## src/rtl/riscv_immenc_pkg.sv

```systemverilog
// Shared constants, FSM state type and helpers for the immediate encoder.
package riscv_immenc_pkg;

  localparam logic [2:0] SRC_IMM_I = 3'd0;
  localparam logic [2:0] SRC_IMM_S = 3'd1;
  localparam logic [2:0] SRC_IMM_B = 3'd2;
  localparam logic [2:0] SRC_IMM_U = 3'd3;
  localparam logic [2:0] SRC_IMM_J = 3'd4;

  localparam logic [6:0] OPC_OP_IMM = 7'b0010011;
  localparam logic [6:0] OPC_LUI    = 7'b0110111;

  typedef enum logic [1:0] {
    StIdle,
    StOut,
    StLui
  } state_e;

  // True when v is representable as a bits-wide two's-complement value.
  function automatic logic fits_signed(input logic [31:0] v, input int unsigned bits);
    logic [31:0] ext;
    ext = 32'($signed(v) >>> (bits - 1));
    return (ext == '0) || (ext == '1);
  endfunction

endpackage

```

## src/rtl/riscv_immenc_pack.sv

```systemverilog
// Combinational packer: scatters an immediate into one instruction format of a template word.
module riscv_immenc_pack
  import riscv_immenc_pkg::*;
(
  input  logic [2:0]  src,
  input  logic [31:0] base,
  input  logic [31:0] imm,
  output logic [31:0] instr,
  output logic        err
);

  always_comb begin
    instr = base;
    err   = 1'b0;
    case (src)
      SRC_IMM_I: begin
        instr[31:20] = imm[11:0];
        err          = !fits_signed(imm, 12);
      end
      SRC_IMM_S: begin
        instr[31:25] = imm[11:5];
        instr[11:7]  = imm[4:0];
        err          = !fits_signed(imm, 12);
      end
      SRC_IMM_B: begin
        instr[31]    = imm[12];
        instr[7]     = imm[11];
        instr[30:25] = imm[10:5];
        instr[11:8]  = imm[4:1];
        err          = imm[0] | !fits_signed(imm, 13);
      end
      SRC_IMM_U: begin
        instr[31:12] = imm[31:12];
        err          = |imm[11:0];
      end
      SRC_IMM_J: begin
        instr[31]    = imm[20];
        instr[30:21] = imm[10:1];
        instr[20]    = imm[11];
        instr[19:12] = imm[19:12];
        err          = imm[0] | !fits_signed(imm, 21);
      end
      default: err = 1'b1;
    endcase
  end

endmodule

```

## src/rtl/riscv_immenc.sv

```systemverilog
// Immediate encoder with LI expansion; valid/ready on both sides, one registered output word
// plus a hold register for the ADDI half of a two-word LI.
module riscv_immenc
  import riscv_immenc_pkg::*;
#(
  parameter int unsigned XLEN = 32
) (
  input  logic            i_clk,
  input  logic            i_rst,
  input  logic            i_immenc_valid,
  output logic            o_immenc_ready,
  input  logic [2:0]      i_immenc_src,
  input  logic            i_immenc_li,
  input  logic [XLEN-1:0] i_immenc_base,
  input  logic [XLEN-1:0] i_immenc_imm,
  output logic            o_immenc_valid,
  input  logic            i_immenc_ready,
  output logic [XLEN-1:0] o_immenc_instr,
  output logic            o_immenc_err
);

  state_e          state_q, state_d;
  logic [XLEN-1:0] instr_q, instr_d;
  logic            err_q, err_d;
  logic [XLEN-1:0] hold_q, hold_d;

  logic [XLEN-1:0] pack_instr;
  logic            pack_err;

  riscv_immenc_pack u_pack (
    .src   (i_immenc_src),
    .base  (i_immenc_base),
    .imm   (i_immenc_imm),
    .instr (pack_instr),
    .err   (pack_err)
  );

  logic [4:0]      li_rd;
  logic            li_short;
  logic            li_two;
  logic [19:0]     li_upper;
  logic [XLEN-1:0] li_lui;
  logic [XLEN-1:0] li_addi_x0;
  logic [XLEN-1:0] li_addi_rd;
  logic [XLEN-1:0] first_instr;
  logic            first_err;
  logic            accept;

  always_comb begin
    li_rd      = i_immenc_base[11:7];
    li_short   = fits_signed(i_immenc_imm, 12);
    li_two     = !li_short && (|i_immenc_imm[11:0]);
    // Rounding by +0x800 only carries into bit 12 when imm[11] is set.
    li_upper   = i_immenc_imm[31:12] + {19'd0, i_immenc_imm[11]};
    li_lui     = {li_upper, li_rd, OPC_LUI};
    li_addi_x0 = {i_immenc_imm[11:0], 5'd0, 3'b000, li_rd, OPC_OP_IMM};
    li_addi_rd = {i_immenc_imm[11:0], li_rd, 3'b000, li_rd, OPC_OP_IMM};
    if (i_immenc_li) begin
      first_instr = li_short ? li_addi_x0 : li_lui;
      first_err   = 1'b0;
    end else begin
      first_instr = pack_instr;
      first_err   = pack_err;
    end
  end

  // Output comb
  always_comb begin
    o_immenc_valid = (state_q != StIdle);
    o_immenc_ready = (state_q == StIdle) || ((state_q == StOut) && i_immenc_ready);
    o_immenc_instr = instr_q;
    o_immenc_err   = err_q;
  end

  assign accept = i_immenc_valid && o_immenc_ready;

  // Next-state comb
  always_comb begin
    state_d = state_q;
    instr_d = instr_q;
    err_d   = err_q;
    hold_d  = hold_q;
    unique case (state_q)
      StIdle: ;
      StOut: if (i_immenc_ready) state_d = StIdle;
      StLui: begin
        if (i_immenc_ready) begin
          instr_d = hold_q;
          err_d   = 1'b0;
          state_d = StOut;
        end
      end
      default: state_d = StIdle;
    endcase
    if (accept) begin
      instr_d = first_instr;
      err_d   = first_err;
      hold_d  = li_addi_rd;
      state_d = (i_immenc_li && li_two) ? StLui : StOut;
    end
  end

  // State register
  always_ff @(posedge i_clk or posedge i_rst) begin
    if (i_rst) begin
      state_q <= StIdle;
      instr_q <= '0;
      err_q   <= 1'b0;
      hold_q  <= '0;
    end else begin
      state_q <= state_d;
      instr_q <= instr_d;
      err_q   <= err_d;
      hold_q  <= hold_d;
    end
  end

endmodule

```

## config.mk

```make
export PLATFORM = sky130hd
export DESIGN_NAME = riscv_immenc
export DESIGN_NICKNAME = d
export VERILOG_FILES = /design/src/rtl/riscv_immenc_pkg.sv /design/src/rtl/riscv_immenc_pack.sv /design/src/rtl/riscv_immenc.sv
export SDC_FILE = /design/constraint.sdc
export NUM_CORES = 1
export LEC_CHECK = 0
export ABC_AREA = 1
export BUFFER_PORTS_ARGS = -buffer_cell sky130_fd_sc_hd__buf_2
export CORE_MARGIN = 3
export CORE_UTILIZATION = 40
export CTS_BUF_LIST = sky130_fd_sc_hd__clkbuf_4
export DETAILED_ROUTE_END_ITERATION = 8
export REMOVE_ABC_BUFFERS = 1
export SLEW_MARGIN = 20
export SYNTH_ARGS = -nofsm -noshare
export SYNTH_HDL_FRONTEND = slang
export SYNTH_SLANG_ARGS = --single-unit
```

## constraint.sdc

```tcl
create_clock -name i_clk -period 2.7 [get_ports i_clk]
set_input_delay 0.135 -clock i_clk [delete_from_list [all_inputs] [get_ports i_clk]]
set_output_delay 0.135 -clock i_clk [all_outputs]
set_load 0.01 [all_outputs]
```

== Word-level counts from Yosys, hierarchy flattened ==
Cells that the tools add are included.
Cells by class
  add/subtract/negate cells: 1
  muxes and demuxes: 19
  equal/unequal tests: 12
  bitwise operators: 2
  reduce and logical (&&, ||, !) cells: 24
Operators by type and width (count)
  2-to-1 mux 32 bit: 5
  equality test 32 bit (second input constant): 3
  zero test 32 bit: 3
  one-hot mux 7 bit (4 select lines): 1
  adder 20 x 1 -> 20 bit: 1
  one-hot mux 5 bit (3 select lines): 1
  OR reduction 12 bit: 1
  one-hot mux 5 bit (2 select lines): 1
  2-to-1 mux 2 bit: 4
  2-to-1 mux 8 bit: 1
  equality test 3 x 2 -> 1 bit (second input constant): 2
  inequality test 3 bit (second input constant): 2
  one-hot mux 2 bit (3 select lines): 1
  nonzero test 2 bit: 3
  logical AND 1 bit: 4
  logical OR 1 bit: 4
  2-to-1 mux 1 bit: 4
  one-hot mux 1 bit (4 select lines): 1
  OR reduction 2 bit: 2
  equality test 3 x 1 -> 1 bit (second input constant): 1
  equality test 3 bit (second input constant): 1
  zero test 1 bit: 3
  zero test 3 bit: 1
  AND reduction 3 bit: 1
  6 further kinds: 7
Storage, ports and cells
  output and inout port bits: 35
  register bits: 60
  bits of input ports: 72

== Depth between registers and ports, before layout ==
Gate-level depths: netlist of run 1.
  depth in word-level cells: 7
  mapped depth: 13

== By module ==
A second synthesis of run 1 with hierarchy kept.
Unflattened totals
  cell total of the unflattened synthesis: 657
  area, all modules: 4098.9 um2
Modules (own cells, without submodules)
  riscv_immenc: cells an instance 466, instances 1, area an instance 3229.3 um2
  riscv_immenc_pack: cells an instance 191, instances 1, area an instance 869.6 um2

== Worst setup path after synthesis of run 1 ==
Ideal clock, no wire load.
  kind: input port to flip-flop
  start point: input port i_immenc_imm[11]
  end point: register instr_q[30], in the netlist o_immenc_instr[30]
  setup slack: 1.254 ns
  stages: 10
  required time: 2.584 ns
  arrival: 1.329 ns
  library setup time: 0.116 ns
  path through: ha_1 > ha_1 > nand3_1 > nor2_2 > nand4_1 > xor2_1 > nand2_1 > nand3_1 > nand2_1 > nand2_1
Between the ends
  cells in the longest elaborated chain, start to end: 5
Ends and longest elaborated chain
  start, declared: RTL line riscv_immenc.sv:15  | input logic [XLEN-1:0] i_immenc_imm,
  branches (longest 2 deep; another with adder 20 x 1 -> 20 bit)
  2-to-1 mux 32 bit *: RTL line riscv_immenc.sv:59  | first_instr = li_short ? li_addi_x0 : li_lui;
  2-to-1 mux 32 bit *: RTL line riscv_immenc.sv:58  | if (i_immenc_li) begin
  2-to-1 mux 32 bit *: RTL line riscv_immenc.sv:95  | if (accept) begin
  end signal, assigned: RTL line riscv_immenc.sv:112  | instr_q <= instr_d;
  end, declared: RTL line riscv_immenc.sv:23  | logic [XLEN-1:0] instr_q, instr_d;
Mark *: on every way between the ends.
A chain may end at the register's enable or synchronous reset.

== Final worst setup path of run 1 ==
  start point: register state_q[0]
  end point: register instr_q[24], in the netlist o_immenc_instr[24]
Between the ends
  cells in the longest elaborated chain, start to end: 6
Ends and longest elaborated chain
  start, declared: RTL line riscv_immenc.sv:22  | state_e state_q, state_d;
  start signal, assigned: RTL line riscv_immenc.sv:106  | state_q <= StIdle;
  start signal, assigned: RTL line riscv_immenc.sv:111  | state_q <= state_d;
  equality test 2 x 1 -> 1 bit: RTL line riscv_immenc.sv:70  | o_immenc_ready = (state_q == StIdle) || ((state_q == StOut) && i_immenc_ready);
  logical AND 1 bit: RTL line riscv_immenc.sv:70
  logical OR 1 bit: RTL line riscv_immenc.sv:70
  logical AND 1 bit: RTL line riscv_immenc.sv:75  | assign accept = i_immenc_valid && o_immenc_ready;
  nonzero test 2 bit (no source line)
  AND reduction 2 bit (no source line)
Parallel ways exist; a longest one is shown, timed or not.

==> key figures, run 1 <==
Finish
  – Filler cells: 1047
  – Final-stage net count: 765
  – Layout cells sized above 1: 24.2%
  – Layout area overhead: 19.7%
  – N_diodes: 0
  – Final Util: 50.1%
  – Finished Layout Cells: 820

CTS
  – CTS Buf Count: 5
  – CTS Root Cell: clkbuf_4
  – Postcts setup bufs: 0
  – Worst-skew pair later-pin latency: 0.37 ns
  – Reg clk slew, reported paths: 0.16 ns
  – CTS tree: built
  – CTS resizes: 0
  – Clk buf depth: 2
  – H-tree depth: 2
  – Clock sink count: 53

Floorplanning
  – Row Count: 35
  – Die Area: 11000 um2
  – Die height: 105 um
  – I/O Pins: 107
  – Core Region: 9370 um2
  – Starting Density: 41.9%
  – Die X-Extent: 105 um

Critical path
  – Setup CP Type: reg2reg
  – CP startpoint kind: flip-flop
  – Crit end category: flip-flop
  – CP Data Arrival Time: 2.38 ns
  – Max FO, Critical Path: 44
  – Worst path required time: 2.98 ns
  – R2r setup slk: 0.60 ns

STA
  – Rel. slew slack: 56.0%
  – Layout Skew: 0.00956 ns
  – Final period utilization: 77.8%
  – Fin worst setup slack: 0.599 ns
  – RSZ-0062 raised after global routing: false
  – Slew Viols, Final: 0
  – Slew of the pin with the lowest slew margin: 0.659 ns
  – Final Hold Fails: 0
  – Setup violators final: 0
  – Setup_tns: 0 ns
  – Min Tclk post-route: 2.10 ns
  – Max Freq: 0.476 GHz

Pwr
  – NetSw: 0.00107 W
  – Int Pwr: 0.00160 W
  – Tot Pwr: 0.00267 W
  – Seq pwr share: 44.5%
  – PD cells: 568 nW/um2
  – Static leakage: 2.43 nW
  – Combinational power share: 41.4%
  – Peak supply drop: 212 uV
  – Sw frac: 40.1%
  – Clock share of power: 14.2%

Synthesis
  – Ys flop type: dfrtp_1
  – Library cells used by synthesis: 44
  – Cells after synthesis: 579
  – Seq/Total Area, Yosys: 33.8%
  – Post-synth EDFFs: 0
  – Synth Warn #: 0
  – Syn avg cell area: 6.78 um2
  – Synthesized flop and latch total: 53
  – Netlist Area Pre-Place: 3930 um2
  – Synth async-reset ratio: 100%

Routing
  – Avg WL per Cell: 15.4 um
  – Remaining DRCs: 0
  – First-pass iteration count of the detailed router: 4
  – Initial drt markers: 244
  – WL final: 12600 um
  – Drt via density: 5.10
  – Post-route ant nets: 0
  – Routed vias: 4181

Placed design
  – DP Worst Slack: 0.667 ns
  – RD Place Congestion: 0.951
  – IO Port Bufs: 106
  – HPWL after DPL: 9970 um
  – Placed Cells: 802

Global route
  – First-pass GRT wire length: 20200 um
  – Gr usage total: 22.6%
  – Overflow after GRT: 0
  – Initial antenna violation count: 0
  – Vias in the first global route: 3913
  – Largest net degree at the start of global routing: 54

Status
  – Status: finished, final reports clean

Worst hold path
  – Min-delay worst type: in2reg

Run
  – Max-Cap Viols: 0
==> layout by cell type (no fill, tap or decap), types with 3 or more instances in the layout <==
cell type and instances:
a21oi_1 17, a22oi_1 4, a31oi_1 4, buf_2 106, buf_4 3, clkbuf_4 6
dfrtp_1 53, dlygate4sd3_1 10, ha_1 3, inv_1 58, inv_2 9, nand2_1 171
nand2_2 12, nand2_4 6, nand3_1 46, nand4_1 8, nor2_1 57, nor2_4 7
nor3_1 4, o211ai_1 7, o21ai_0 49, o21ai_1 8, o21ai_2 4, xor2_1 8
==> power by group through the flow <==
stage | clock (W) | combinational [W] | sequential, W
final | 0.000378 | 0.00110 | 0.00119
after global routing | 0.000410 | 0.00124 | 0.00122
after CTS | 0.000385 | 0.00111 | 0.00119
after detailed placement | 0 | 0.00110 | 0.00120
after global placement | 0 | 0.00109 | 0.00120
after floorplan | 0 | 0.000548 | 0.00128
==> per-stage QoR <==
stage / instance area [um2] / hold WS, ns
after floorplan: 3820 / 0.245
after global placement: 4530 / 0.353
after detailed placement: 4540 / 0.284
after CTS: 4700 / 0.00205
after global routing: 4700 / 0.00914
final: 4700 / 0.0112
==> worst max-delay path, stage by stage (launching register included) <==
cell and delay (ns):
dfrtp_1 0.46, a21oi_4 0.09, nand2_4 0.32, inv_2 0.24, nand2_1 0.14, clkinv_1 0.31
a21boi_1 0.24, o21ai_1 0.08, inv_1 0.06, nand2_1 0.05
==> timing repair <==
| item | 4_1_cts | 5_1_grt |
|---|---|---|
| setup endpoints to repair | 0 | 0 |
| endpoints found under the hold margin | 62 | 0 |
| hold buffers | 10 | 0 |
==> flip-flops by register name, summed over array words and instances, names as in the netlist <==
signal,cells
hold_q,18
o_immenc_err,1
o_immenc_instr,32
state_q,2
==> final cells by class <==
class                      instances  area [um2]  share of cell area [%]
sequential                        53        1330                    28.2
multi-input combinational        441        2230                    47.4
clock buffer                       6        45.0                   0.959
clock inverter                     2        15.0                   0.320
inverter                          70         270                    5.75
tap                              129         161                    3.44
timing repair buffer             119         653                    13.9
==> final timing paths <==
path / startpoint / end / cells after the start
worst max-delay path: state_q[0] / o_immenc_instr[24] / 9
worst min-delay path: i_immenc_base[12] / o_immenc_instr[12] / 3
max in group asynchronous: i_rst / o_immenc_instr[17] / 3
worst max register to register: state_q[0] / o_immenc_instr[24] / 9
worst min register to register: hold_q[4] / hold_q[4] / 2
min in group asynchronous: i_rst / o_immenc_instr[1] / 3
==> per-layer routing <==
metal / up-vias / track usage, % / routed length [um]
li1: 2101 / - / -
met1: 1944 / 33.2 / 6110
met5: - / 0 / 0
met3: 7 / 2.10 / 625
met4: 0 / 3.47 / 78
met2: 129 / 36.6 / 5780
==> cell families (layout without fill, tap and decap cells) <==
family | after synthesis | after routing | synth area share (%)
compound gates | 104 | 104 | 15.6
xor+xnor | 10 | 10 | 2.23
fa+ha+maj | 3 | 3 | 0.956
buf+inv | 85 | 197 | 9.50
flops | 53 | 53 | 33.8
mux | 2 | 2 | 0.510
simple gates | 322 | 322 | 37.4
==> synth_stat cells, types with 2 or more instances <==
cell,count,area [um2]
nand2_1,171,642
buf_2,6,30.0
clkbuf_1,3,11.3
a21oi_1,17,85.1
nand3_2,2,20.0
dfrtp_1,53,1330
nor2_4,7,78.8
ha_1,3,37.5
a31oi_1,4,25.0
nand2_2,12,75.1
o211ai_1,7,52.6
nor2_2,2,12.5
o21ai_1,8,40.0
o22ai_1,2,12.5
inv_2,9,33.8
xnor2_1,2,17.5
a22oi_1,4,30.0
nor3_1,4,20.0
buf_6,5,56.3
or2_2,2,12.5
nand2_4,6,67.6
o21ai_2,4,35.0
mux2i_1,2,20.0
nand3_1,46,230
o221ai_1,2,17.5
xor2_1,8,70.1
o21ai_0,49,245
inv_1,59,221
nand4_1,8,50.1
nor2_1,57,214
a22o_1,2,17.5
(Power assumes the default switching activity.)
==> run 2: changes to the inputs <==
==> constraint.sdc (replaced) <==
create_clock -name i_clk -period 2.1 [get_ports i_clk]
set_input_delay 0.105 -clock i_clk [delete_from_list [all_inputs] [get_ports i_clk]]
set_output_delay 0.105 -clock i_clk [all_outputs]
set_load 0.01 [all_outputs]
==> run 2 against run 1 <==
Compared with the run above:
- total power grew 34%
- clock power rose by 61%
- maximum frequency grew 16%
- non-clock buffer count grew 11
==> key figures, run 2 (synthesized netlist as in run 1, its figures left out) <==
Status
  – Status: finished, final reports clean

Placed design
  – IO Port Bufs: 106
  – HPWL after DPL: 10300 um
  – Dpl cell area: 4570 um2
  – RD Place Congestion: 0.905

STA
  – Layout Skew: 0.0135 ns
  – Final Hold Fails: 0
  – Setup violators final: 0
  – Slew Viols, Final: 0
  – Final period utilization: 86.5%
  – Max Freq: 0.551 GHz
  – Rel. slew slack: 65.5%
  – Min Tclk post-route: 1.82 ns
  – Final hold slack: 0.0195 ns
  – RSZ-0062 raised after global routing: false
  – Setup_tns: 0 ns
  – Slew of the pin with the lowest slew margin: 0.516 ns

CTS
  – Clk buf depth: 2
  – Hold buffers post-CTS: 16
  – Clock sink count: 53
  – Worst-skew pair later-pin latency: 0.37 ns
  – H-tree depth: 2
  – CTS Buf Count: 5
  – CTS tree: built
  – Postcts setup bufs: 0
  – CTS resizes: 0
  – CTS Root Cell: clkbuf_4
  – Reg clk slew, reported paths: 0.16 ns

Critical path
  – CP startpoint kind: flip-flop
  – Crit-path cells: a21oi_4 > nand2_4 > inv_2 > nand2_1 > clkinv_1 > o21ai_0 > o211ai_1
  – R2r setup slk: 0.28 ns
  – Setup CP Type: reg2reg
  – R2R depth: 7
  – Worst path required time: 2.40 ns
  – Cell with the largest stage delay on the worst path: dfrtp_1
  – CP Data Arrival Time: 2.12 ns
  – R2r endpoint: o_immenc_instr[13]
  – Crit. Startpoint: state_q[0]
  – Reg2reg start: state_q[0]
  – Crit end category: flip-flop
  – Crit-path max cell delay: 0.47 ns
  – Worst Setup EP: o_immenc_instr[13]
  – Max FO, Critical Path: 23

Global route
  – Vias in the first global route: 4082
  – Initial antenna violation count: 0
  – M3 GR Usage: 2.96%
  – Most used routing layer: met2
  – Gr usage total: 23.3%
  – Met1 Usage GRT: 33.8%
  – First-pass GRT wire length: 20700 um
  – Met2 GRT Util: 36.6%
  – Overflow after GRT: 0
  – Largest net degree at the start of global routing: 27

Routing
  – Avg WL per Cell: 15.3 um
  – WL final: 12700 um
  – Remaining DRCs: 0
  – Initial drt markers: 257
  – Post-route ant nets: 0
  – Routed vias: 4215
  – First-pass iteration count of the detailed router: 5
  – Drt via density: 5.07

Finish
  – Final-stage net count: 776
  – Filler cells: 1022
  – Final Cell Area: 4820 um2
  – Most frequent cells in the layout: 171 x nand2_1, 106 x buf_2, 58 x inv_1
  – Commonest non-fill, non-tap cell in the layout: nand2_1
  – Layout cells sized above 1: 24.5%
  – Layout area overhead: 22.7%
  – Final Util: 51.4%
  – N_diodes: 0
  – Max FFs per register: 32

Pwr
  – Static leakage: 2.50 nW
  – PD cells: 742 nW/um2
  – Peak supply drop: 300 uV
  – Tot Pwr: 0.00357 W

Floorplanning
  – Starting Density: 41.9%
  – Die X-Extent: 105 um
  – Core Region: 9370 um2
  – Die height: 105 um
  – I/O Pins: 107
  – Row Count: 35
  – Die Area: 11000 um2

Run
  – Max-Cap Viols: 0

Worst hold path
  – Depth of the worst hold-timing path: 3
  – Min-delay worst type: in2reg
[run 2: routing by layer]
| metal | share of wire (%) | routed length [um] |
|---|---|---|
| met5 | 0 | 0 |
| met4 | 1.8 | 228 |
| met3 | 5.5 | 700 |
| met2 | 45 | 5740 |
| met1 | 47 | 6020 |
[run 2: layout make-up]
| cell class | instances | area (um2) | area share, % |
|---|---|---|---|
| sequential | 53 | 1330 | 27.5 |
| multi-input combinational | 441 | 2230 | 46.2 |
| clock buffer | 6 | 45.0 | 0.935 |
| inverter | 70 | 268 | 5.56 |
| tap | 129 | 161 | 3.35 |
| clock inverter | 2 | 38.8 | 0.805 |
| timing repair buffer | 130 | 751 | 15.6 |
[run 2: worst min-delay path by stage]
stage                                    end              from
final                             hold_q[24]   i_immenc_imm[4]
after global routing      o_immenc_instr[23]   i_immenc_imm[3]
after CTS                 o_immenc_instr[23]   i_immenc_imm[3]
after detailed placement   o_immenc_instr[1]             i_rst
after global placement     o_immenc_instr[1]             i_rst
after floorplan                   hold_q[15]  i_immenc_base[7]
[run 2: power by group]
group	total, W	leakage [nW]	internal [W]	switching, W
registers	0.00152	0.641	0.00136	0.000165
logic	0.00145	1.81	0.000572	0.000874
clock network	0.000608	0.0459	0.000267	0.000340
[run 2: critical path, delay by kind of cell (launching register included)]
kind / cells / cell delay (ns)
compound gates: 3 / 0.61
buf+inv: 2 / 0.40
flops: 1 / 0.47
simple gates: 2 / 0.26
[run 2: through the flow]
step	instances	worst slack [ns]
2_1_floorplan	564	0.262
3_3_place_gp	807	0.254
3_5_place_dp	807	0.209
4_1_cts	831	0.258
5_1_grt	831	0.0933
6_report	831	0.284
==> run 3: changes to the inputs <==
--- a/config.mk
+++ b/config.mk
@@ -5,7 +5,6 @@
 export SDC_FILE = /design/constraint.sdc
 export NUM_CORES = 1
 export LEC_CHECK = 0
-export ABC_AREA = 1
 export BUFFER_PORTS_ARGS = -buffer_cell sky130_fd_sc_hd__buf_2
 export CORE_MARGIN = 3
 export CORE_UTILIZATION = 40
==> run 3 against run 2 <==
Compared with the run above:
- wire length down 7.2%
- sequential share of layout area up 1.7 points
- total power down 5.8%
- highest routed layer unchanged
- clock power down 18%
- first-iteration DRC count down 7.4%
- global-route usage up 0.59 points
==> key figures, run 3 <==
Status
  – Status: finished, final reports clean

CTS
  – Worst-skew pair later-pin latency: 0.39 ns
  – Clock sink count: 53
  – Reg clk slew, reported paths: 0.18 ns
  – CTS Root Cell: clkbuf_4
  – H-tree depth: 2
  – Postcts setup bufs: 0
  – CTS Buf Count: 5
  – CTS tree: built
  – Clk buf depth: 2

Floorplanning
  – Die Area: 10100 um2
  – Die X-Extent: 100 um
  – Core Region: 8420 um2
  – I/O Pins: 107
  – Die height: 100 um
  – Row Count: 33
  – Starting Density: 42.4%

STA
  – Min Tclk post-route: 1.95 ns
  – Layout Skew: 0.0205 ns
  – RSZ-0062 raised after global routing: false
  – Rel. slew slack: 59.5%
  – Max Freq: 0.512 GHz
  – Final hold slack: 0.0476 ns
  – Final period utilization: 92.9%
  – Setup violators final: 0
  – Final Hold Fails: 0
  – Slew Viols, Final: 0
  – Slew of the pin with the lowest slew margin: 0.607 ns

Critical path
  – CP startpoint kind: flip-flop
  – CP Data Arrival Time: 2.28 ns
  – Crit end category: flip-flop
  – Max FO, Critical Path: 19
  – R2R depth: 6
  – Worst path required time: 2.43 ns
  – Setup CP Type: reg2reg

Pwr
  – Peak supply drop: 351 uV
  – PD cells: 741 nW/um2
  – Tot Pwr: 0.00337 W
  – Static leakage: 2.17 nW

Routing
  – Drt via density: 5.61
  – Avg WL per Cell: 18.1 um
  – WL final: 11800 um
  – Initial drt markers: 238
  – Routed vias: 3652
  – Remaining DRCs: 0
  – Post-route ant nets: 0
  – First-pass iteration count of the detailed router: 4

Synthesis
  – Post-synth top area share: 37.2%
  – Count leader, synth: nand2_1
  – Post-synth EDFFs: 0
  – Synth async-reset ratio: 100%
  – Seq/Total Area, Yosys: 37.2%
  – Syn avg cell area: 8.50 um2
  – Synth area leader: dfrtp_1
  – Library cells used by synthesis: 61
  – Synth area leaders: dfrtp_1 37%, nand2_1 8.0%, mux2i_1 5.9%
  – Cells after synthesis: 420
  – Post-synth top cells: 76 x nand2_1, 53 x dfrtp_1, 25 x nor2_1
  – Synthesized flop and latch total: 53
  – Netlist Area Pre-Place: 3570 um2
  – Synth Warn #: 0
  – Ys flop type: dfrtp_1

Finish
  – Layout area overhead: 27.3%
  – Commonest non-fill, non-tap cell in the layout: buf_2
  – Max FFs per register: 32
  – Final-stage net count: 620
  – N_diodes: 0
  – Layout cells sized above 1: 26.2%
  – Most frequent cells in the layout: 106 x buf_2, 76 x nand2_1, 53 x dfrtp_1
  – Filler cells: 851

Global route
  – Vias in the first global route: 3716
  – Gr usage total: 23.9%
  – First-pass GRT wire length: 19200 um
  – Initial antenna violation count: 0
  – Overflow after GRT: 0
  – Largest net degree at the start of global routing: 30

Worst hold path
  – Depth of the worst hold-timing path: 4
  – Min-delay worst type: in2reg

Placed design
  – IO Port Bufs: 106
  – RD Place Congestion: 0.898
  – HPWL after DPL: 8690 um

Run
  – Max-Cap Viols: 0
run 3: cell count changes after synthesis, moves of 8 or more:
cell,delta
inv_2,-9
a211oi_1,+12
a221o_1,+9
o21ai_0,-26
nand3_1,-27
nand2_1,-95
nand2_2,-12
nor2_1,-32
mux2i_1,+19
and2_1,+8
clkbuf_1,+10
inv_1,-52
nor4_1,+8
run 3: cells by family after synthesis:
kind of cell | after synthesis | synth area share [%]
AOI/OAI and AO/OA | 106 | 20.4
and+or+nand+nor | 185 | 26.9
muxes | 21 | 5.89
buffers and inverters | 33 | 3.93
xor gates and xnor gates | 18 | 4.42
DFF | 53 | 37.2
adders and majority gates | 4 | 1.33
run 3: stage by stage:
step / instance area [um2] / setup WS [ns] / setup TNS, ns / utilization, % / std cells
floorplan: 3460 / -0.381 / -2.89 / - / 394
global placement: 4230 / 0.233 / 0 / 50.2 / 618
detailed placement: 4230 / 0.167 / 0 / 50.2 / 618
CTS: 4540 / 0.174 / 0 / 53.9 / 651
global route: 4540 / 0.0105 / 0 / 53.9 / 651
finish: 4540 / 0.149 / 0 / 53.9 / 651
run 3: final cells by class:
class | count | area [um2] | share of cell area, %
inverters | 7 | 26.3 | 0.578
flip-flops and latches | 53 | 1330 | 29.2
repair buffers | 144 | 891 | 19.6
well taps | 105 | 131 | 2.89
clock inverters | 3 | 25.0 | 0.551
clock buffers | 5 | 37.5 | 0.826
multi-input cells | 334 | 2110 | 46.4
run 3: layer usage:
| metal | vias to the layer above | GRT usage, % | routed length, um |
|---|---|---|---|
| li1 | 1776 | - | - |
| met1 | 1746 | 33.0 | 5280 |
| met2 | 122 | 40.0 | 5620 |
| met3 | 8 | 3.60 | 791 |
| met4 | 0 | 4.46 | 84 |
| met5 | - | 0 | 0 |
run 3: final timing paths:
path                                 endpoint               from  slack [ns]
hold / removal             o_immenc_instr[12]  i_immenc_base[12]        0.05
setup reg to reg           o_immenc_instr[28]         state_q[1]        0.15
setup / recovery           o_immenc_instr[28]         state_q[1]        0.15
hold reg to reg                    hold_q[18]         hold_q[18]        0.49
max in group asynchronous  o_immenc_instr[26]              i_rst        1.22
min in group asynchronous   o_immenc_instr[0]              i_rst        0.29
run 3: critical path, cell delays in order (launching register included):
cell and delay, ns:
dfrtp_1 0.46, nor2b_1 0.23, and2_1 0.27, buf_4 0.28
nand2_4 0.12, nor2_4 0.31, a221o_1 0.20
run 3: timing repair:
item / CTS / global route
hold buffers: 25 / 0
endpoints found under the hold margin: 48 / 0
endpoints found under the setup margin: 0 / 7
gates resized for setup: 0 / 1
run 3: power by group:
part,internal (W),leakage (nW),switching [W]
Combinational,0.000605,1.50,0.000753
Sequential,0.00133,0.637,0.000178
Clock,0.000137,0.0318,0.000362
Total,0.00207,2.17,0.00129
